--- src/rtl/fir_filter_if.sv ---
// Sample stream bundle for fir_filter: one signed input sample and one signed
// filtered result per clock, no handshake.
interface fir_filter_if;
   logic signed [7:0]  Xin;
   logic signed [15:0] y;

   modport master (
      output Xin,
      input  y
   );

   modport slave (
      input  Xin,
      output y
   );
endinterface

--- src/rtl/fir_filter.sv ---
// Transposed-form fixed-coefficient FIR, 8-bit signed in, saturated 16-bit signed out.
// Define FIR_CSHM_EN to build tap products from a shared odd-multiple alphabet instead of '*'.
module fir_filter #(
   parameter int                  N_TAPS = 4,
   parameter logic [8*N_TAPS-1:0] COEFFS = {8'sd1, 8'sd5, -8'sd2, 8'sd3},
   parameter int                  ACC_W  = 16 + $clog2(N_TAPS)
) (
   input  logic         clk,
   input  logic         rst_n,
   fir_filter_if.slave  bus
);

   localparam logic signed [ACC_W-1:0] SAT_MAX = ACC_W'(32'sd32767);
   localparam logic signed [ACC_W-1:0] SAT_MIN = ACC_W'(-32'sd32768);

   function automatic logic signed [15:0] sat16(input logic signed [ACC_W-1:0] v);
      if (v > SAT_MAX) begin
         return 16'sh7fff;
      end else if (v < SAT_MIN) begin
         return 16'sh8000;
      end else begin
         return v[15:0];
      end
   endfunction

   // Index into the odd-multiple alphabet {1,3,...,15} for a nibble value v != 0.
   function automatic int odd_idx(input int v);
      int t;
      t = v;
      if (t == 0) return 0;
      while ((t % 2) == 0) t = t / 2;
      return (t - 1) / 2;
   endfunction

   // Left shift that turns the odd alphabet entry back into nibble value v.
   function automatic int odd_shift(input int v);
      int t;
      int s;
      t = v;
      s = 0;
      if (t == 0) return 0;
      while ((t % 2) == 0) begin
         t = t / 2;
         s = s + 1;
      end
      return s;
   endfunction

   logic signed [ACC_W-1:0] prod_p0 [N_TAPS];
   logic signed [ACC_W-1:0] s       [1:N_TAPS-1];
   logic signed [15:0]      y_p1;

   // Stage 0: combinational tap products of the current sample
`ifdef FIR_CSHM_EN
   logic signed [15:0] xe;
   logic signed [15:0] alpha [8];

   assign xe       = 16'(bus.Xin);
   assign alpha[0] = xe;
   assign alpha[1] = (xe <<< 1) + xe;
   assign alpha[2] = (xe <<< 2) + xe;
   assign alpha[3] = (xe <<< 3) - xe;
   assign alpha[4] = (xe <<< 3) + xe;
   assign alpha[5] = (xe <<< 3) + (xe <<< 1) + xe;
   assign alpha[6] = (xe <<< 3) + (xe <<< 2) + xe;
   assign alpha[7] = (xe <<< 4) - xe;

   for (genvar k = 0; k < N_TAPS; k++) begin : g_tap
      localparam logic signed [7:0] C_K   = COEFFS[8*k +: 8];
      localparam int                CV    = int'(C_K);
      localparam int                MAG   = (CV < 0) ? -CV : CV;
      localparam int                LO    = MAG % 16;
      localparam int                HI    = MAG / 16;
      localparam int                IDX_L = odd_idx(LO);
      localparam int                SH_L  = odd_shift(LO);
      localparam int                IDX_H = odd_idx(HI);
      localparam int                SH_H  = odd_shift(HI);

      logic signed [15:0] sel_lo;
      logic signed [15:0] sel_hi;
      logic signed [15:0] mag;

      if (LO == 0) begin : g_lo_zero
         assign sel_lo = '0;
      end else begin : g_lo_sel
         assign sel_lo = alpha[IDX_L] <<< SH_L;
      end

      if (HI == 0) begin : g_hi_zero
         assign sel_hi = '0;
      end else begin : g_hi_sel
         assign sel_hi = alpha[IDX_H] <<< SH_H;
      end

      // |c|*Xin never exceeds 128*128, so the 16-bit sum and its negation are exact
      assign mag = (sel_hi <<< 4) + sel_lo;

      if (CV < 0) begin : g_neg
         assign prod_p0[k] = ACC_W'(-mag);
      end else begin : g_pos
         assign prod_p0[k] = ACC_W'(mag);
      end
   end
`else
   for (genvar k = 0; k < N_TAPS; k++) begin : g_tap
      localparam logic signed [7:0] C_K = COEFFS[8*k +: 8];

      logic signed [15:0] mult;

      assign mult       = 16'(C_K) * 16'(bus.Xin);
      assign prod_p0[k] = ACC_W'(mult);
   end
`endif

   // Stage 1: transposed delay line and saturated output register
   always_ff @(posedge clk or negedge rst_n) begin
      if (!rst_n) begin
         for (int k = 1; k < N_TAPS; k++) begin
            s[k] <= '0;
         end
         y_p1 <= '0;
      end else begin
         s[N_TAPS-1] <= prod_p0[N_TAPS-1];
         for (int k = 1; k < N_TAPS - 1; k++) begin
            s[k] <= prod_p0[k] + s[k+1];
         end
         y_p1 <= sat16(prod_p0[0] + s[1]);
      end
   end

   assign bus.y = y_p1;

endmodule

--- src/flat_wrapper.sv ---
// flat-port wrapper written by rule: the top's interface ports become plain ports
module fir_filter_flat 
#(
   parameter int                  N_TAPS = 4,
   parameter logic [8*N_TAPS-1:0] COEFFS = {8'sd1, 8'sd5, -8'sd2, 8'sd3},
   parameter int                  ACC_W  = 16 + $clog2(N_TAPS)
)
  (clk, rst_n, bus_Xin, bus_y);
  fir_filter_if bus_i ();
  input  logic clk;
  input  logic rst_n;
  input wire logic [$bits(bus_i.Xin)-1:0] bus_Xin;
  output wire logic [$bits(bus_i.y)-1:0] bus_y;
  assign bus_i.Xin = bus_Xin;
  assign bus_y = bus_i.y;
  fir_filter #(.N_TAPS(N_TAPS), .COEFFS(COEFFS), .ACC_W(ACC_W)) u_core (.clk(clk), .rst_n(rst_n), .bus(bus_i));
endmodule
--- config.mk ---
export PLATFORM = sky130hd
export DESIGN_NAME = fir_filter_flat
export DESIGN_NICKNAME = d
export VERILOG_FILES = /design/src/rtl/fir_filter_if.sv /design/src/rtl/fir_filter.sv /design/src/flat_wrapper.sv
export SDC_FILE = /design/constraint.sdc
export NUM_CORES = 1
export LEC_CHECK = 0
export CAP_MARGIN = 20
export CORE_UTILIZATION = 50
export DETAILED_ROUTE_END_ITERATION = 8
export DONT_BUFFER_PORTS = 1
export HOLD_SLACK_MARGIN = 0.15
export PLACE_DENSITY = 0.68
export SYNTH_ARGS = -nofsm -noshare
export SYNTH_HDL_FRONTEND = slang
export SYNTH_SLANG_ARGS = --single-unit
--- constraint.sdc ---
create_clock -name clk -period 2.7 [get_ports clk]
set_clock_uncertainty 0.1 [all_clocks]
set_input_delay 0.675 -clock clk [delete_from_list [all_inputs] [get_ports clk]]
set_output_delay 0.675 -clock clk [all_outputs]
set_load 0.005 [all_outputs]
Yosys cells after proc, flatten, opt, wreduce, memory -nomap -nowiden
Index checks and enable logic that the tools add are counted.

operators by class
  multiplexer cells = 2
  multiply operators = 2
  magnitude comparators = 2
  add/sub/neg operators = 4

operators by type and width
  kind                  number
  $mux 16               2
  $add 11x18->18        1
  $add 16x18->18        1
  $gt 18x16->1 const B  1
  $lt 18x16->1 const B  1
  $neg 8->15            1
  $add 12x8->13         1
  $mul 4x8->12 const A  1
  $mul 3x8->11 const A  1

word-level totals
  input bits = 10
  bits in registers = 60
  logic and storage cells = 14

Logic depth before layout (Yosys ltp)
  depth in word-level cells = 5
  depth in mapped cells = 15

Least setup slack after synthesis
OpenSTA, ideal clock, no wires.

  path kind = input to register
  start point = input bus_Xin[5]
  end point = register u_core.y_p1[1] (netlist: u_core.bus.y[1])
  stages on the path = 14
  arrival = 3.374 ns
  library setup time = 0.120 ns
  buffers on the path = 1
  slack = -0.895 ns
  cell sequence = inv_1 ha_1 inv_1 fa_1 inv_1 ha_1 a21o_1 a211o_1 o21a_4 nor4_4 a211oi_4 a21oi_2 buf_6 o21ai_2

between the ends
  longest elaborated chain between the ends = 5

RTL lines
  element                 line                text
  start: declaration      flat_wrapper.sv:12  input wire logic [$bits(bus_i.Xin)-1:0] bus_Xin;
  $mul 3x8->11 (*)        fir_filter.sv:110   assign mult = 16'(C_K) * 16'(bus.Xin);
  $add 11x18->18 (*)      fir_filter.sv:127   y_p1 <= sat16(prod_p0[0] + s[1]);
  $lt 18x16->1            fir_filter.sv:19    end else if (v < SAT_MIN) begin
  $mux 16                 fir_filter.sv:19
  $mux 16 (*)             fir_filter.sv:17    if (v > SAT_MAX) begin
  end signal: assignment  fir_filter.sv:127
  end: declaration        fir_filter.sv:51    logic signed [15:0] y_p1;

Mark *: on every way between the ends. The rest lies on a longest branch, timed or not.

Worst setup path in the final report
  start point = input bus_Xin[5]
  end point = register u_core.y_p1[2] (netlist: u_core.bus.y[2])

Same word-level chain as after synthesis.

==> flow_summary_export.csv <==
group,metric,value,unit
run_status,outcome,"finished, violations left",
run_status,violations,"design-rule violations, negative setup slack",
place,port-buffer-count,0,
synth,synthesis.area,4570,um2
die,die-area,9530,um2
synth,synth_top_family_by_area,"adder cells",
power_and_ir_drop,total_power,7.20,mW
drt,wl,9080,um
place,dp_hpwl,7300,um
global_routing,grt_pass1_wl,16400,um
synth,synthAdderAreaFrac,28.2,%
power_and_ir_drop,ir_drop,0.000708,V
global_routing,grt_max_degree,56,
synth,synth.area.mux_share,0,%
hold_path,min_path_type,"flip-flop to flip-flop",
sta,finalCritPeriodShare,114,%
synth,synth_common_cells,"79 x ha_1, 75 x inv_1, 55 x dfrtp_1",
synth,synthesis.nets,567,
sta,min_period,3080,ps
die,pin_count,26,
synth,post-synth-top-area-cell,"dfrtp_1",
cells_and_area,nets,661,
setup_path,worstSetupPathType,"input port to flip-flop",
clock_network,clock-sinks,55,
clock_network,clk_pin_slew,100,ps
cells_and_area,drive_above_1_share,33.7,%
global_routing,grt-ovfl-total,0,
drt,via_per_inst,5.21,
synth,synth_compound_area_share,18.5,%
clock_network,cts_tree,"done",
clock_network,cts_buffers,5,
synth,yosysWarnings,0,
job,maxCapViolCount,0,
drt,first_iter_violations,65,
cells_and_area,layoutNonFillerInstCount,666,
global_routing,grt_pass1_vias,3659,
sta,maxSlewViolCount,0,
die,core,8810,um2
synth,syn_inst,463,
die,std_cell_rows,34,
sta,fmax,324,MHz
sta,grt_setup_unrepaired,"true",
drt,vias,3473,
clock_network,clock-root-buffer,"clkbuf_8",
sta,whs,260,ps
cells_and_area,area_delta_synth_final,28.9,%
sta,max-slew-margin-rel,67.7,%
sta,finalSetupViolCount,19,
clock_network,clk_path_buf_depth,2,
synth,yosys-top-cells-area,"dfrtp_1 30%, ha_1 22%, fa_1 6.6%",
setup_path,end_kind,"flip-flop",
global_routing,antenna_found_initial,0,
clock_network,htree_levels,2,
synth,yosys.area_share.simple,7.33,%
drt,drc,6,
cells_and_area,final_util,66.9,%
drt,detail-route-antenna-nets,0,
global_routing,grt_usage,21.2,%
synth,seq_area_frac_synth,30.1,%
die,dieWidth,97.6,um
sta,setup_ws,-384,ps
place,dp_cells,650,
drt,avgRoutedWirePerCell,13.6,um
synth,synth_most_common_cell,"ha_1",
hold_path,hold_path_depth,0,
synth,syn_avg_cell_area,9.88,um2
place,gp_congestion,0.889,
sta,worstMarginPinSlew,482,ps
synth,ys.flop_type,"dfrtp_1",
setup_path,cp.required,2850,ps
die,fp.dieH,97.6,um
sta,hold_violations,0,
clock_network,insertion_delay,320,ps
die,start_util,51.9,%
setup_path,start_kind,"input port",
synth,synth_edf_count,0,
setup_path,rr_worst_depth,12,
drt,dr.pass1.iters,6,
cells_and_area,diodes,0,
power_and_ir_drop,p_per_area,1220,nW/um2
synth,synth_xor_area_share,8.78,%
setup_path,cp.arrival,3230,ps
synth,ys_ff_latch,55,
synth,yosysTopAreaCellShare,30.1,%
synth,yosysUniqueCellTypes,55,
synth,synthArstFlopShare,100,%
power_and_ir_drop,p_leak,2.88,nW
setup_path,path_max_fanout,11,
==> report_power, final <==
group / internal, mW / switching (mW)
clock network: 0.210 / 0.287
registers: 1.19 / 0.123
logic: 2.72 / 2.66
==> routing by layer <==
metal | track usage, % | vias to the layer above | routed length, um
met5 | 0 | - | 0
met4 | 6.99 | 0 | 153
met3 | 2.16 | 12 | 154
met2 | 40.1 | 49 | 4840
met1 | 24.7 | 1654 | 3930
li1 | - | 1758 | -
==> final cells by class <==
| cell class | count | area, um2 |
|---|---|---|
| sequential | 55 | 1380 |
| multi-input combinational | 328 | 3220 |
| fill | 684 | 2910 |
| clock buffer | 6 | 82.6 |
| timing repair buffer | 91 | 749 |
| tap | 108 | 135 |
| inverter | 76 | 310 |
| clock inverter | 2 | 16.3 |
==> through the flow <==
| stage | worst slack, ps | instance area [um2] | setup TNS, ps |
|---|---|---|---|
| floorplan | -691 | 4790 | -11090 |
| finish | -384 | 5890 | -6040 |
| global placement | -800 | 5530 | -15150 |
| global route | -492 | 5890 | -7860 |
| CTS | -358 | 5820 | -5520 |
| detailed placement | -840 | 5530 | -16090 |
==> state kept, by name, indices dropped and copies added, names as in the netlist <==
name,cells
u_core.bus.y,16
u_core.s,39
==> repair_timing <==
item / CTS / global route
hold buffers: 2 / 0
pin swaps: 15 / 8
setup endpoints to repair: 19 / 22
gates resized for setup: 18 / 16
endpoints found under the hold margin: 55 / 0
setup buffers: 7 / 0
==> path summary, 6_finish.rpt <==
check                             start               to  slack (ps)
max                          bus_Xin[5]  u_core.bus.y[2]        -380
max in group asynchronous         rst_n     u_core.s[49]        1480
min in group asynchronous         rst_n     u_core.s[20]         780
min reg2reg                u_core.s[18]     u_core.s[36]         260
max reg2reg                u_core.s[42]  u_core.bus.y[2]        -190
min                        u_core.s[18]     u_core.s[36]         260
==> layout by cell type (no fill, tap or decap), drive strengths merged, types with 15 or more instances in the layout <==
cell,synthesis,layout
buf,4,90
ha,79,79
inv,76,76
dfrtp,55,55
a21oi,52,52
xnor2,29,29
o21ai,21,21
nand2,19,19
nor2,19,19
xor2,16,16
fa,15,15
==> cell families (layout without fill, tap and decap cells) <==
family,count (synthesis),after routing
AND/OR/NAND/NOR,67,67
AO/OA/AOI/OAI,122,122
adder cells (fa/ha/maj),94,94
XOR/XNOR,45,45
flip-flops,55,55
buffers and inverters,80,175
==> critical path, stage by stage <==
cell,delay (ps)
inv_12,20
ha_4,250
inv_2,30
fa_1,490
inv_2,50
ha_4,210
a21o_1,200
a211o_1,300
o21a_4,240
o21ai_4,200
xnor2_4,170
o21ai_2,110
buf_12,160
a21oi_2,120
(Power assumes the default switching activity.)
